[src/rtl/dm_result_drain.sv]
//==============================================================================
// Module      : dm_result_drain
// Description : Watches CPU data-memory stores for the done marker, then drains
//               the answer region through a granted DM read port onto a
//               valid/ready stream.
// Revision    : 1.0 - initial release
//==============================================================================
`default_nettype none

module dm_result_drain #(
    parameter int unsigned       ADDR_W       = 16,
    parameter logic [ADDR_W-1:0] ANSWER_START = 16'h9000,
    parameter int unsigned       NUM_WORDS    = 64,
    parameter logic [ADDR_W-1:0] DONE_ADDR    = 16'hFFFC,
    parameter logic [7:0]        DONE_VALUE   = 8'hFF
) (
    input  logic              clk,
    input  logic              rst,
    input  logic [3:0]        dm_we_i,
    input  logic [ADDR_W-1:0] dm_addr_i,
    input  logic [31:0]       dm_wdata_i,
    output logic              rd_req_o,
    output logic [ADDR_W-1:0] rd_addr_o,
    input  logic              rd_gnt_i,
    input  logic [31:0]       rd_data_i,
    output logic              out_valid_o,
    input  logic              out_ready_i,
    output logic [31:0]       out_data_o,
    output logic [7:0]        out_idx_o,
    output logic              out_last_o,
    output logic              done_seen_o,
    output logic              busy_o,
    output logic              drain_done_o,
    output logic              ovw_err_o,
    output logic [31:0]       cycle_cnt_o
);

    typedef enum logic [1:0] {
        S_WATCH = 2'd0,
        S_DRAIN = 2'd1,
        S_FLUSH = 2'd2,
        S_FIN   = 2'd3
    } state_t;

    localparam logic [8:0]  C_NUM      = 9'(NUM_WORDS);
    localparam logic [8:0]  C_LAST_IDX = 9'(NUM_WORDS - 1);
    localparam logic [31:0] C_SPAN     = 32'(4 * NUM_WORDS);

    state_t            r_state;
    state_t            w_state_nxt;
    logic [31:0]       r_cycle_cnt;
    logic              r_done_seen;
    logic              r_drain_done;
    logic              r_ovw_err;
    logic [8:0]        r_issue_idx;
    logic              r_inflight;
    logic [7:0]        r_inflight_idx;
    logic [31:0]       r_fifo_data [2];
    logic [7:0]        r_fifo_idx  [2];
    logic              r_wptr;
    logic              r_rptr;
    logic [1:0]        r_count;

    logic              w_detect;
    logic              w_busy;
    logic              w_pop;
    logic              w_push;
    logic [2:0]        w_occ;
    logic              w_req;
    logic              w_gnt;
    logic [ADDR_W-1:0] w_ovw_off;
    logic              w_ovw_hit;

    assign w_detect = (r_state == S_WATCH) && dm_we_i[0]
                   && (dm_addr_i[ADDR_W-1:2] == DONE_ADDR[ADDR_W-1:2])
                   && (dm_wdata_i[7:0] == DONE_VALUE);

    assign w_busy = (r_state == S_DRAIN) || (r_state == S_FLUSH);
    assign w_pop  = out_valid_o && out_ready_i;
    assign w_push = r_inflight;

    // A pop this cycle frees a slot, so a new read may be issued alongside it
    // and the stream keeps one word per cycle with a single-cycle read latency.
    assign w_occ = {1'b0, r_count} + {2'b00, r_inflight} - {2'b00, w_pop};
    assign w_req = (r_state == S_DRAIN) && (r_issue_idx < C_NUM) && (w_occ < 3'd2);
    assign w_gnt = w_req && rd_gnt_i;

    // Offset relative to the region base handles a region that wraps the address space.
    assign w_ovw_off = {dm_addr_i[ADDR_W-1:2], 2'b00} - ANSWER_START;
    assign w_ovw_hit = w_busy && (|dm_we_i) && (32'(w_ovw_off) < C_SPAN);

    always_comb begin
        w_state_nxt = r_state;
        case (r_state)
            S_WATCH: if (w_detect) w_state_nxt = S_DRAIN;
            S_DRAIN: if (w_gnt && (r_issue_idx == C_LAST_IDX)) w_state_nxt = S_FLUSH;
            S_FLUSH: if ((r_count == 2'd0) && !r_inflight) w_state_nxt = S_FIN;
            default: w_state_nxt = r_state;
        endcase
    end

    always_ff @(posedge clk) begin
        if (!rst) begin
            r_state        <= S_WATCH;
            r_cycle_cnt    <= '0;
            r_done_seen    <= 1'b0;
            r_drain_done   <= 1'b0;
            r_ovw_err      <= 1'b0;
            r_issue_idx    <= '0;
            r_inflight     <= 1'b0;
            r_inflight_idx <= '0;
            r_wptr         <= 1'b0;
            r_rptr         <= 1'b0;
            r_count        <= '0;
            for (int i = 0; i < 2; i++) begin
                r_fifo_data[i] <= '0;
                r_fifo_idx[i]  <= '0;
            end
        end else begin
            r_state <= w_state_nxt;

            if ((r_state == S_WATCH) && !w_detect && (r_cycle_cnt != 32'hFFFF_FFFF)) begin
                r_cycle_cnt <= r_cycle_cnt + 32'd1;
            end
            if (w_detect) r_done_seen <= 1'b1;
            if (w_pop && out_last_o) r_drain_done <= 1'b1;
            if (w_ovw_hit) r_ovw_err <= 1'b1;

            r_inflight <= w_gnt;
            if (w_gnt) begin
                r_inflight_idx <= r_issue_idx[7:0];
                r_issue_idx    <= r_issue_idx + 9'd1;
            end

            if (w_push) begin
                r_fifo_data[r_wptr] <= rd_data_i;
                r_fifo_idx[r_wptr]  <= r_inflight_idx;
                r_wptr              <= ~r_wptr;
            end
            if (w_pop) r_rptr <= ~r_rptr;
            r_count <= r_count + {1'b0, w_push} - {1'b0, w_pop};
        end
    end

    assign rd_req_o     = w_req;
    assign rd_addr_o    = (r_state == S_DRAIN) ? (ANSWER_START + ADDR_W'({r_issue_idx, 2'b00}))
                                               : '0;
    assign out_valid_o  = (r_count != 2'd0);
    assign out_data_o   = r_fifo_data[r_rptr];
    assign out_idx_o    = r_fifo_idx[r_rptr];
    assign out_last_o   = out_valid_o && (out_idx_o == C_LAST_IDX[7:0]);
    assign done_seen_o  = r_done_seen;
    assign busy_o       = w_busy;
    assign drain_done_o = r_drain_done;
    assign ovw_err_o    = r_ovw_err;
    assign cycle_cnt_o  = r_cycle_cnt;

endmodule

`default_nettype wire

[config.mk]
export PLATFORM = sky130hd
export DESIGN_NAME = dm_result_drain
export DESIGN_NICKNAME = d
export VERILOG_FILES = /design/src/rtl/dm_result_drain.sv
export SDC_FILE = /design/constraint.sdc
export NUM_CORES = 1
export LEC_CHECK = 0
export ABC_CLOCK_PERIOD_IN_PS = 6100
export BUFFER_PORTS_ARGS = -buffer_cell sky130_fd_sc_hd__buf_2
export CORE_MARGIN = 4
export CORE_UTILIZATION = 24
export CTS_CLUSTER_DIAMETER = 30
export DETAILED_ROUTE_END_ITERATION = 10
export HOLD_SLACK_MARGIN = 0.15
export PLACE_DENSITY_LB_ADDON = 0.1
export SETUP_SLACK_MARGIN = 0.1
export SYNTH_ARGS = -nofsm -noshare
export SYNTH_HDL_FRONTEND = slang
export SYNTH_SLANG_ARGS = --single-unit
[constraint.sdc]
create_clock -name clk -period 6.1 [get_ports clk]
set_input_delay 0.305 -clock clk [delete_from_list [all_inputs] [get_ports clk]]
set_output_delay 0.305 -clock clk [all_outputs]
set_load 0.01 [all_outputs]
# == Word level (Yosys, flattened, before mapping) ==
# Memory sizes are Yosys's and may differ from the RTL's. A register that Yosys moved wholly into a read port is not among the register bits.
# Cells that the tools add are included.
# classes
addsub,8
n_mul,0
div,0
magnitude_cmp,3
eq_ne,10
shift,0
n_mux,19
bitwise,2
reduce_logical,26
# op_table
op,n
adder 32 x 1 -> 32 bit (second input constant),1
2-to-1 mux 32 bit,1
!= test 32 bit (second input constant),1
OR reduction 32 bit,1
adder 16 x 11 -> 16 bit (first input constant),1
< comparator 16 x 9 -> 1 bit (second input constant),1
2-to-1 mux 16 bit,1
subtractor 16 bit (second input constant),1
logical AND 1 bit,15
equality test 14 bit (second input constant),1
2-to-1 mux 1 bit,12
adder 9 x 1 -> 9 bit (second input constant),1
equality test 9 x 6 -> 1 bit (second input constant),1
< comparator 9 x 7 -> 1 bit (second input constant),1
equality test 8 x 6 -> 1 bit (second input constant),1
equality test 8 bit (second input constant),1
2-to-1 mux 8 bit,1
OR reduction 8 bit,1
2-to-1 mux 2 bit,3
one-hot mux 2 bit (3 select lines),1
logical NOT 2 bit,2
!= test 2 x 1 -> 1 bit (second input constant),2
AND reduction 4 bit,1
OR reduction 4 bit,1
other kinds (13),15
# totals
reg_bits,59
latchBits,0
mem_bits_rw,80
rom_bits,0
output_inout_bits,95
elab_cells,81
mem_count,2
# mem_list
memory,depth,width,read_ports,rd_ports_with_merged_regs,wr,line_no,source
r_fifo_data,2,32,1,1,2,58,logic [31:0] r_fifo_data [2];
r_fifo_idx,2,8,1,1,2,59,logic [7:0] r_fifo_idx [2];

# == Logic depth before layout (Yosys ltp) ==
# Gate-level depths: netlist of the first run.
# logic_depth
ltp_word,9
ltp_mapped,11
depth_no_buf,11

# == Worst setup path after synthesis of the first run ==
# Ideal clock, no wire load.
# synth_path
kind,reg2reg
from,register r_inflight
to,"memory r_fifo_data[0][0], enable pin"
setup_ns,0.493
arrival_ns,3.274
setup_slack_ns,2.334
path_stages_with_launch,3
n_path_buf,0
synth_period_minus_slack_ns,3.766
cell_sequence,dfxtp_1 -> inv_1 -> o21ai_0
# synth_rtl
item,line_no,source
start: declaration,56,logic r_inflight;
start signal: assignment,129,r_inflight <= w_gnt;
end: declaration,58,

# == Worst setup path after layout of the first run ==
# layout_path
from,register r_count[1]
to,register r_issue_idx[4]
# layout_between
elab_chain_cells,6
word_cells_on_any_way,7
# layout_lines
item,line_no,source
start: declaration,62,logic [1:0] r_count;
start signal: assignment,141,"r_count <= r_count + {1'b0, w_push} - {1'b0, w_pop};"
nonzero test 2 bit,148,assign out_valid_o = (r_count != 2'd0);
logical AND 1 bit,79,assign w_pop = out_valid_o && out_ready_i;
via w_pop,66,logic w_pop;
subtractor 3 x 1 -> 3 bit,84,"assign w_occ = {1'b0, r_count} + {2'b00, r_inflight} - {2'b00, w_pop};"
< comparator 3 x 2 -> 1 bit,85,assign w_req = (r_state == S_DRAIN) && (r_issue_idx < C_NUM) && (w_occ < 3'd2);
logical AND 1 bit,85,
logical AND 1 bit,86,assign w_gnt = w_req && rd_gnt_i;
end signal: assignment,132,r_issue_idx <= r_issue_idx + 9'd1;
end: declaration,55,logic [8:0] r_issue_idx;
# The timed path passes the listed nets, and every way through them passes these cells.
# A chain may end at the register's enable or synchronous reset.

==> qor.yml, run 1 <==
path_class: "register to register"
p_clk_share_pct: 37.8
setup_ws_ns: 2.55
cts_tree: "done"
grt_max_degree: 42
rsz0062_at_grt: "false"
fin_crit_sh_pct: 58.2
synth.distinct_cells: 55
drv_cap: 0
grt-ovfl-total: 0
crit_path_end_kind: "register"
nets: 822
final.setup_skew_ns: 0.0127
worstSetupStartpointType: "register"
portBuffers: 151
cts-root-buf: "clkbuf_16"
p_leak_nw: 3.32
synthArstFlopShare_pct: 0
post-place-ws_ns: 2.50
ys_ff_latch: 140
gp_congestion: 0.724
antenna_left: 0
ir_worst_vdd_mv: 0.148
crit_slowest_cell: "nand4_1"
yosysWarnings: 0
grt_usage_pct: 11.4
fp-row-count: 60
grt_pass1_vias: 5004
critPathRequiredTime_ns: 6.43
firstDrtPassIters: 5
critical-path-max-stage-delay_ns: 0.74
drive_above_1_share_pct: 32.8
io_pins: 183
core_area_um2: 27000
intPower_mw: 1.84
synth_edf_count: 80
p_sw_mw: 0.763
status: "finished, final reports clean"
relSlewSlack_pct: 28.7
crit_path_cell_trace: "nor2_1, nor2b_1, ha_1, inv_1, ha_1, fa_1, xor2_1, nand4_1, or3_1, a21oi_1"
start_util_pct: 24.4
antenna_found_initial: 0
insertion_delay_ns: 0.42
switching_share_pct: 29.3
ys_seq_area_share_pct: 54.6
p_total_mw: 2.60
clkTransAtPathRegs_ns: 0.07
netlist_area_um2: 6610
final_hold_viol_count: 0
drtIter0Drc: 221
n_antenna_cell: 0
cts_buffers: 17
p_comb_share_pct: 18.8
synth_cells: 575
tns_ns: 0
dieHeight_um: 174
layout_min_cycle_time_ns: 3.55
die_w_um: 174
hold_class: "input port to register"
cts.path.max_buffers: 2
area_growth_pct: 25.0
maxSlewViolCount: 0
arrival_ns: 3.88
finalSetupViolCount: 0
cts_resized: 0
grt_pass1_wl_um: 27600
drcViolationCount: 0
wire_per_inst_um: 16.0
fp.dieArea_um2: 30200
avgSynthCellArea_um2: 11.5
seq_power_share_pct: 43.4
totalWireLength_um: 17300
tightest_slew_ns: 1.07
htree_levels: 4
path_max_fanout: 16
fmax_ghz: 0.282
dp.cells: 1042
vias: 4914
fin_cells: 1078
cpMostUsedCell: "ha_1"
clock-sinks: 140
synth-main-ff-cell: "edfxtp_1"
dp.final_hpwl_um: 11300
power_density_nw_per_um2: 315
vias_per_cell: 4.56
[stage by stage]
stage | util [%] | hold slack, ns | instance area [um2]
after global routing | 30.6 | 0.155 | 8260
after global placement | 28.4 | 0.451 | 7660
after CTS | 30.6 | 0.151 | 8260
final | 30.6 | 0.176 | 8260
after detailed placement | 28.4 | 0.451 | 7660
after floorplan | - | 0.445 | 6620
[sequential cells by signal, summed over array words and instances, names as in the netlist, 2 cells and up, named ones only]
signal / flops
r_fifo_idx: 16
r_count: 2
cycle_cnt_o: 32
r_inflight_idx: 8
r_state: 2
r_issue_idx: 9
r_fifo_data: 64
[metal layers]
layer / vias up / track usage, % / routed length, um
met2: 140 / 19.2 / 8310
met1: 2375 / 14.3 / 7810
li1: 2391 / - / -
met5: - / 0 / 0
met3: 8 / 3.50 / 989
met4: 0 / 3.10 / 157
[synth_stat cells, types with 9 or more instances]
cell type	count	area [um2]
nand2_1	27	101
nor4_1	11	68.8
nand4_1	18	113
inv_1	12	45.0
a21oi_1	25	125
and3_1	9	56.3
dfxtp_1	60	1200
mux2i_1	18	180
nand2b_1	10	62.6
ha_1	9	113
clkbuf_1	19	71.3
nor2_1	25	93.8
mux2_2	40	450
and2_1	93	582
or4_1	14	105
nand3_1	13	65.1
o31ai_1	13	97.6
edfxtp_1	80	2400
[power groups by stage]
stage	Clock [mW]	Sequential, mW	Combinational (mW)
after floorplan	0	1.11	0.367
after global placement	0	1.15	0.495
after detailed placement	0	1.15	0.500
after CTS	1.02	1.13	0.506
after global routing	1.05	1.14	0.548
final	0.983	1.13	0.490
[cells in the final DEF, fill, tap and decap left out, types with 3 or more instances in the layout]
cell type	netlist	routed
a21oi_1	25	25
and2_1	93	93
and3_1	9	9
and4_1	3	3
buf_2	2	151
buf_4	7	7
clkbuf_16	0	17
clkinv_2	0	3
clkinv_4	0	3
clkinvlp_4	0	4
conb_1	1	5
dfxtp_1	60	59
dlygate4sd3_1	0	4
edfxtp_1	80	80
ha_1	9	9
inv_1	12	12
mux2_2	40	40
mux2i_1	18	18
nand2_1	27	27
nand2b_1	10	9
nand3_1	13	13
nand4_1	18	18
nor2_1	25	25
nor3_1	4	3
nor3_2	2	3
nor4_1	11	11
nor4b_1	3	3
o21a_1	3	3
o21ai_0	7	6
o31ai_1	13	13
or3_1	7	7
or4_1	14	14
xnor2_1	4	4
[worst max-delay path: cells and delay by family, from the launching register on]
family,cells,cell delay [ns]
AO/OA/AOI/OAI,1,0.14
XOR/XNOR,1,0.22
adder cells (fa/ha/maj),3,0.86
buffers and inverters,1,0.04
flip-flops,1,0.34
AND/OR/NAND/NOR,4,1.87
[final cells by class]
| class | instances | area [um2] |
|---|---|---|
| Clock inverter | 13 | 119 |
| Clock buffer | 19 | 433 |
| Fill cell | 2805 | 18800 |
| Inverter | 13 | 48.8 |
| Sequential cell | 140 | 3600 |
| Tap cell | 341 | 427 |
| Multi-Input combinational cell | 390 | 2780 |
| Timing Repair Buffer | 162 | 848 |
[repair_timing]
action,CTS,global route
setup buffers,0,0
hold endpoints to repair,4,0
hold buffers,4,0
[worst paths after layout]
check	from	to	slack, ns	cells past startpoint
worst max register to register	r_count[1]	r_issue_idx[4]	2.55	10
worst min register to register	drain_done_o	drain_done_o	0.46	2
worst max-delay path	r_count[1]	r_issue_idx[4]	2.55	10
worst min-delay path	rd_data_i[8]	r_fifo_data[0][8]	0.18	2
[kinds of logic (layout without fill, tap and decap cells)]
kind of cell | Yosys count | in the layout | synth area share, %
AO/OA/AOI/OAI | 62 | 62 | 6.54
AND/OR/NAND/NOR | 249 | 249 | 22.6
other | 1 | 5 | 0.0568
adder cells (fa/ha/maj) | 10 | 10 | 2.01
flip-flops | 140 | 140 | 54.6
buffers and inverters | 49 | 207 | 3.92
multiplexers | 58 | 58 | 9.55
XOR/XNOR | 6 | 6 | 0.796
No activity file was read; power rests on OpenSTA's default activity.
==> run 2, diff against run 1 <==
--- a/config.mk
+++ b/config.mk
@@ -5,7 +5,7 @@
 export SDC_FILE = /design/constraint.sdc
 export NUM_CORES = 1
 export LEC_CHECK = 0
-export ABC_CLOCK_PERIOD_IN_PS = 6100
+export ABC_CLOCK_PERIOD_IN_PS = 3000
 export BUFFER_PORTS_ARGS = -buffer_cell sky130_fd_sc_hd__buf_2
 export CORE_MARGIN = 4
 export CORE_UTILIZATION = 24
==> constraint.sdc (replaced) <==
create_clock -name clk -period 3 [get_ports clk]
set_input_delay 0.15 -clock clk [delete_from_list [all_inputs] [get_ports clk]]
set_output_delay 0.15 -clock clk [all_outputs]
set_load 0.01 [all_outputs]
==> run 2 against run 1 <==
  * Clock skew down 0.0015 ns
  * First-iteration DRC count up 20%
  * Combinational power increased by 140%
  * Worst hold slack improved by 0.0070 ns
  * Sequential share of layout area down 2.4 points
  * Clock power up 120%
  * Global-route usage up 0.27 points
  * Sequential power grew 99%
  * Flip-flop and latch count stayed put
==> qor.yml, run 2 (synthesis gave the netlist of run 1 again) <==
wire_per_inst_um: 15.8  # was 16.0 um
p_total_mw: 5.61  # was 2.60 mW
fin_hold_ws_ns: 0.183  # was 0.176 ns
final.setup_skew_ns: 0.0112  # was 0.0127 ns
totalWireLength_um: 17700  # was 17300 um
grt_pass1_wl_um: 28500  # was 27600 um
routed.top_layer: "met4"  # unchanged
drcViolationCount: 0  # unchanged
drtIter0Drc: 265  # was 221
area_growth_pct: 32.3  # was 25.0%
grt_pass1_vias: 5233  # was 5004
drv_cap: 0  # unchanged
die_w_um: 174  # unchanged
drive_above_1_share_pct: 33.9  # was 32.8%
mostFrequentLayoutCells: "buf_2 (151), and2_1 (93), edfxtp_1 (80), dfxtp_1 (57), mux2_2 (40)"  # was buf_2 (151), and2_1 (93), edfxtp_1 (80), dfxtp_1 (59), mux2_2 (40)
antenna_left: 0  # unchanged
io_pins: 183  # unchanged
r2r_end: "r_state[1]"  # was r_issue_idx[4]
routed-wl-met2_um: 8220  # was 8310 um
tns_ns: 0  # unchanged
grt_usage_pct: 11.7  # was 11.4%
critPathRequiredTime_ns: 3.28  # was 6.43 ns
holdPathEnd: "r_issue_idx[2]"  # was r_fifo_data[0][8]
htree_levels: 4  # unchanged
clock-sinks: 140  # unchanged
cts-root-buf: "clkbuf_16"  # unchanged
arrival_ns: 3.02  # was 3.88 ns
fin_cells: 1123  # was 1078
holdPathStages: 4  # was 2
start_util_pct: 24.4  # unchanged
cts_buffers: 17  # unchanged
clkTransAtPathRegs_ns: 0.07  # about the same
met1_length_um: 8460  # was 7810 um
tightest_slew_ns: 0.765  # was 1.07 ns
dieHeight_um: 174  # unchanged
vias: 5141  # was 4914
ir_worst_vdd_mv: 0.287  # was 0.148 mV
hold_class: "input port to register"  # unchanged
grt-ovfl-total: 0  # unchanged
power_density_nw_per_um2: 642  # was 315 nW/um2
worstSetupStartpointType: "register"  # unchanged
r2r-start: "r_count[0]"  # was r_count[1]
cts.path.max_buffers: 2  # unchanged
n_antenna_cell: 0  # unchanged
reg2reg_slack_ns: 0.26  # was 2.55 ns
route.met3.wl_um: 922  # was 989 um
grt_max_degree: 42  # unchanged
final_common_cell: "buf_2"  # unchanged
final_hold_viol_count: 0  # unchanged
fmax_ghz: 0.365  # was 0.282 GHz
antenna_found_initial: 0  # unchanged
hold_start: "rd_gnt_i"  # was rd_data_i[8]
insertion_delay_ns: 0.42  # about the same
relSlewSlack_pct: 48.8  # was 28.7%
largest_reg_flops: 64  # unchanged
core_area_um2: 27000  # unchanged
dp.final_hpwl_um: 11900  # was 11300 um
gp_congestion: 0.750  # was 0.724
vias_per_cell: 4.58  # was 4.56
layout_min_cycle_time_ns: 2.74  # was 3.55 ns
maxSlewViolCount: 0  # unchanged
regMostFlops: "r_fifo_data"  # unchanged
cts_tree: "done"  # unchanged
firstDrtPassIters: 4  # was 5
path_class: "register to register"  # unchanged
nets: 867  # was 822
rsz0062_at_grt: "true"  # was false
fp-row-count: 60  # unchanged
p_leak_nw: 3.54  # was 3.32 nW
path_max_fanout: 3  # was 16
fp.dieArea_um2: 30200  # unchanged
portBuffers: 151  # unchanged
fin_crit_sh_pct: 91.2  # was 58.2%
crit_path_end_kind: "register"  # unchanged
finalSetupViolCount: 0  # unchanged
r2r_cells: 12  # was 10
dp.cells: 1052  # was 1042
status: "finished, final reports clean"  # unchanged
-- run 2: cell types whose count changed in the layout (fill, tap and decap cells not counted), sizes merged --
cell,delta
inv,+6
clkinvlp,+1
buf,+15
clkinv,-6
dlygate4sd3,+30
clkbuf,-2
bufinv,+1
-- run 2: repair_timing --
item                       CTS  global route
pin swaps                    0             5
setup buffers                0             5
hold buffers                34             0
hold endpoints to repair    65             0
resized for setup            2             5
setup endpoints to repair    2             2
-- run 2: area by class of cell --
class	instances	area (um2)
clock buffer	17	425
clock inverter	15	175
fill	2792	18300
inverter	13	48.8
multi-input combinational	390	2800
sequential	140	3610
tap	341	427
timing repair buffer	207	1260
-- run 2: metal layers --
metal	up-vias	GRT usage, %
met3	9	3.18
li1	2484	-
met2	146	18.8
met1	2502	15.8
met5	-	0
met4	0	2.84
-- run 2: critical path: stages, from the launching register on --
cell,delay (ns)
dfxtp_2,0.33
nor2_4,0.11
nor2b_2,0.06
ha_1,0.28
inv_1,0.04
ha_2,0.17
fa_1,0.51
nor4bb_1,0.29
nand4_1,0.17
a221oi_2,0.31
buf_4,0.17
a21o_1,0.11
a21oi_1,0.06
-- run 2: worst max-delay path by stage --
stage	slack, ns	end	depth (start not counted)	from
after global routing	0.05	r_state[1]	12	r_count[1]
after global placement	0.16	r_state[1]	12	r_count[1]
after CTS	0.13	r_state[1]	12	r_count[1]
after detailed placement	0.07	r_state[1]	12	r_count[1]
after floorplan	0.13	r_state[0]	11	r_count[1]
final	0.26	r_state[1]	12	r_count[0]
-- run 2: through the flow --
stage | utilization (%) | setup WS (ns) | instance area [um2]
2_1_floorplan | - | 0.132 | 6620
5_1_grt | 32.3 | 0.0467 | 8740
3_3_place_gp | 28.6 | 0.159 | 7740
3_5_place_dp | 28.6 | 0.0729 | 7740
4_1_cts | 32.2 | 0.131 | 8690
6_report | 32.3 | 0.263 | 8740
-- run 2: power by group --
group,internal [mW],switching [mW]
logic,0.554,0.644
clock network,1.25,0.914
registers,2.15,0.0931
total,3.96,1.65
==> run 3, diff against run 2 <==
--- a/config.mk
+++ b/config.mk
@@ -7,8 +7,8 @@
 export LEC_CHECK = 0
 export ABC_CLOCK_PERIOD_IN_PS = 3000
 export BUFFER_PORTS_ARGS = -buffer_cell sky130_fd_sc_hd__buf_2
-export CORE_MARGIN = 4
 export CORE_UTILIZATION = 24
+export CTS_BUF_LIST = sky130_fd_sc_hd__clkbuf_2
 export CTS_CLUSTER_DIAMETER = 30
 export DETAILED_ROUTE_END_ITERATION = 10
 export HOLD_SLACK_MARGIN = 0.15
==> run 3 against run 2 <==
  * Highest routed layer unchanged
  * Clock power is 51% lower
  * Design area is 2.2% lower
  * Power is 18% lower
  * Sequential power hardly changed
==> qor.yml, run 3 (synthesis gave the netlist of run 1 again) <==
finalSetupViolCount: 0  # unchanged
portBuffers: 151  # unchanged
vias_per_cell: 4.51  # was 4.58
power_density_nw_per_um2: 537  # was 642 nW/um2
fp.dieArea_um2: 28200  # was 30200 um2
rsz0062_at_grt: "true"  # unchanged
largest_reg_flops: 64  # unchanged
dieHeight_um: 168  # was 174 um
htree_levels: 4  # unchanged
fin_crit_sh_pct: 94.9  # was 91.2%
layout_min_cycle_time_ns: 2.85  # was 2.74 ns
cts.path.max_buffers: 2  # unchanged
fp-row-count: 60  # unchanged
area_growth_pct: 29.4  # was 32.3%
tightest_slew_ns: 0.618  # was 0.765 ns
grt_max_degree: 42  # unchanged
cts_tree: "done"  # unchanged
reg2reg_slack_ns: 0.15  # was 0.26 ns
path_class: "register to register"  # unchanged
crit_path_end_kind: "register"  # unchanged
arrival_ns: 3.44  # was 3.02 ns
gp_congestion: 0.721  # was 0.750
path_max_fanout: 3  # unchanged
r2r_cells: 13  # was 12
regArea_um2: 3610  # unchanged
fin_hold_ws_ns: 0.267  # was 0.183 ns
antenna_found_initial: 2  # was 0
start_util_pct: 24.5  # was 24.4%
p_total_mw: 4.59  # was 5.61 mW
dp.final_hpwl_um: 11500  # was 11900 um
critPathRequiredTime_ns: 3.59  # was 3.28 ns
final_common_cell: "buf_2"  # unchanged
hold_start: "rd_data_i[3]"  # was rd_gnt_i
mostFrequentLayoutCells: "buf_2 (150), and2_1 (93), edfxtp_1 (80), dfxtp_1 (57), dlygate4sd3_1 (46)"  # was buf_2 (151), and2_1 (93), edfxtp_1 (80), dfxtp_1 (57), mux2_2 (40)
cts_buffers: 17  # unchanged
final_area_um2: 8550  # was 8740 um2
grt_pass1_wl_um: 27600  # was 28500 um
p_leak_nw: 3.45  # was 3.54 nW
wire_per_inst_um: 15.4  # was 15.8 um
clock-sinks: 140  # unchanged
clkTransAtPathRegs_ns: 0.23  # was 0.07 ns
ir_worst_vdd_mv: 0.173  # was 0.287 mV
insertion_delay_ns: 0.70  # was 0.42 ns
drv_cap: 0  # unchanged
cts-root-buf: "clkbuf_2"  # was clkbuf_16
holdPathStages: 3  # was 4
totalWireLength_um: 17500  # was 17700 um
worstSetupStartpointType: "register"  # unchanged
vias: 5144  # was 5141
fmax_ghz: 0.351  # was 0.365 GHz
io_pins: 183  # unchanged
holdPathEnd: "r_fifo_data[0][3]"  # was r_issue_idx[2]
grt_pass1_vias: 5077  # was 5233
core_area_um2: 27000  # about the same
multi_input_area_um2: 2840  # was 2800 um2
firstDrtPassIters: 4  # unchanged
r2r_end: "r_state[0]"  # was r_state[1]
maxSlewViolCount: 0  # unchanged
fill_cells: 2783  # was 2792
nets: 882  # was 867
die_w_um: 168  # was 174 um
relSlewSlack_pct: 58.8  # was 48.8%
final_hold_viol_count: 0  # unchanged
final.setup_skew_ns: 0.0596  # was 0.0112 ns
status: "finished, final reports clean"  # unchanged
regMostFlops: "r_fifo_data"  # unchanged
antenna_left: 0  # unchanged
r2r-start: "r_count[0]"  # unchanged
post_dp_cell_area_um2: 7750  # was 7740 um2
hold_class: "input port to register"  # unchanged
grt_usage_pct: 12.6  # was 11.7%
drive_above_1_share_pct: 34.4  # was 33.9%
drcViolationCount: 0  # unchanged
drtIter0Drc: 240  # was 265
grt-ovfl-total: 0  # unchanged
==> run 3: cell types whose count changed in the layout (fill, tap and decap cells not counted), moves of 2 or more <==
cell / previous run / this run
clkbuf_2: 0 / 19
inv_8: 3 / 0
dlygate4sd3_1: 34 / 46
clkinvlp_4: 5 / 2
clkbuf_16: 17 / 0
buf_4: 22 / 25
clkinvlp_2: 0 / 2
clkinv_4: 0 / 2
diode_2: 0 / 2
==> run 3: area by class of cell <==
class                           count  area share (%)
Inverter                           13           0.571
Timing Repair Buffer              222            16.5
Tap cell                          341            4.99
Clock buffer                       19            1.11
Sequential cell                   140            42.2
Antenna cell                        2          0.0586
Multi-Input combinational cell    390            33.2
Clock inverter                     13            1.36
==> run 3: worst max path at each step <==
stage               slack (ns)       start    endpoint
floorplan                 0.13  r_count[1]  r_state[0]
global placement          0.17  r_count[1]  r_state[1]
detailed placement        0.10  r_count[1]  r_state[1]
CTS                      0.007  r_count[0]    rd_req_o
global route            -0.007  r_count[1]  r_state[1]
finish                    0.15  r_count[0]  r_state[0]
==> run 3: metal layers <==
layer / vias to the layer above / track usage [%] / routed length, um
li1: 2511 / - / -
met1: 2484 / 16.3 / 8210
met2: 138 / 20.8 / 8220
met3: 11 / 3.15 / 903
met4: 0 / 3.63 / 167
met5: - / 0 / 0
==> run 3: through the flow <==
stage,utilization [%],cells,worst slack (ns),setup TNS [ns]
after global routing,31.7,1140,-0.00734,-0.0113
after global placement,28.7,1053,0.174,0
final,31.7,1140,0.154,0
after CTS,31.4,1134,0.00731,0
after detailed placement,28.7,1053,0.101,0
after floorplan,-,579,0.132,0
==> run 3: timing repair <==
action                                  CTS  global route
hold buffers                             47             0
endpoints found under the setup margin    3             4
setup buffers                             2             5
pin swaps                                 4             8
gates cloned                              0             0
endpoints found under the hold margin   138             0
gates resized for setup                   7            10
==> run 3: power breakdown <==
group	switching, mW	internal [mW]	total (mW)	leakage [nW]
logic	0.676	0.613	1.29	2.01
clock network	0.754	0.309	1.06	0.125
registers	0.0856	2.15	2.24	1.31
total	1.51	3.07	4.59	3.45
==> run 3: worst max-delay path: stages, from the launching register on <==
cell and delay [ns]:
dfxtp_2 0.39, nor2_4 0.12, nor2b_2 0.06, ha_1 0.27
inv_1 0.06, ha_2 0.16, fa_2 0.46, buf_6 0.14
nor4bb_4 0.24, nand4_1 0.16, a221oi_2 0.35, buf_4 0.17
buf_4 0.10, a311oi_2 0.08
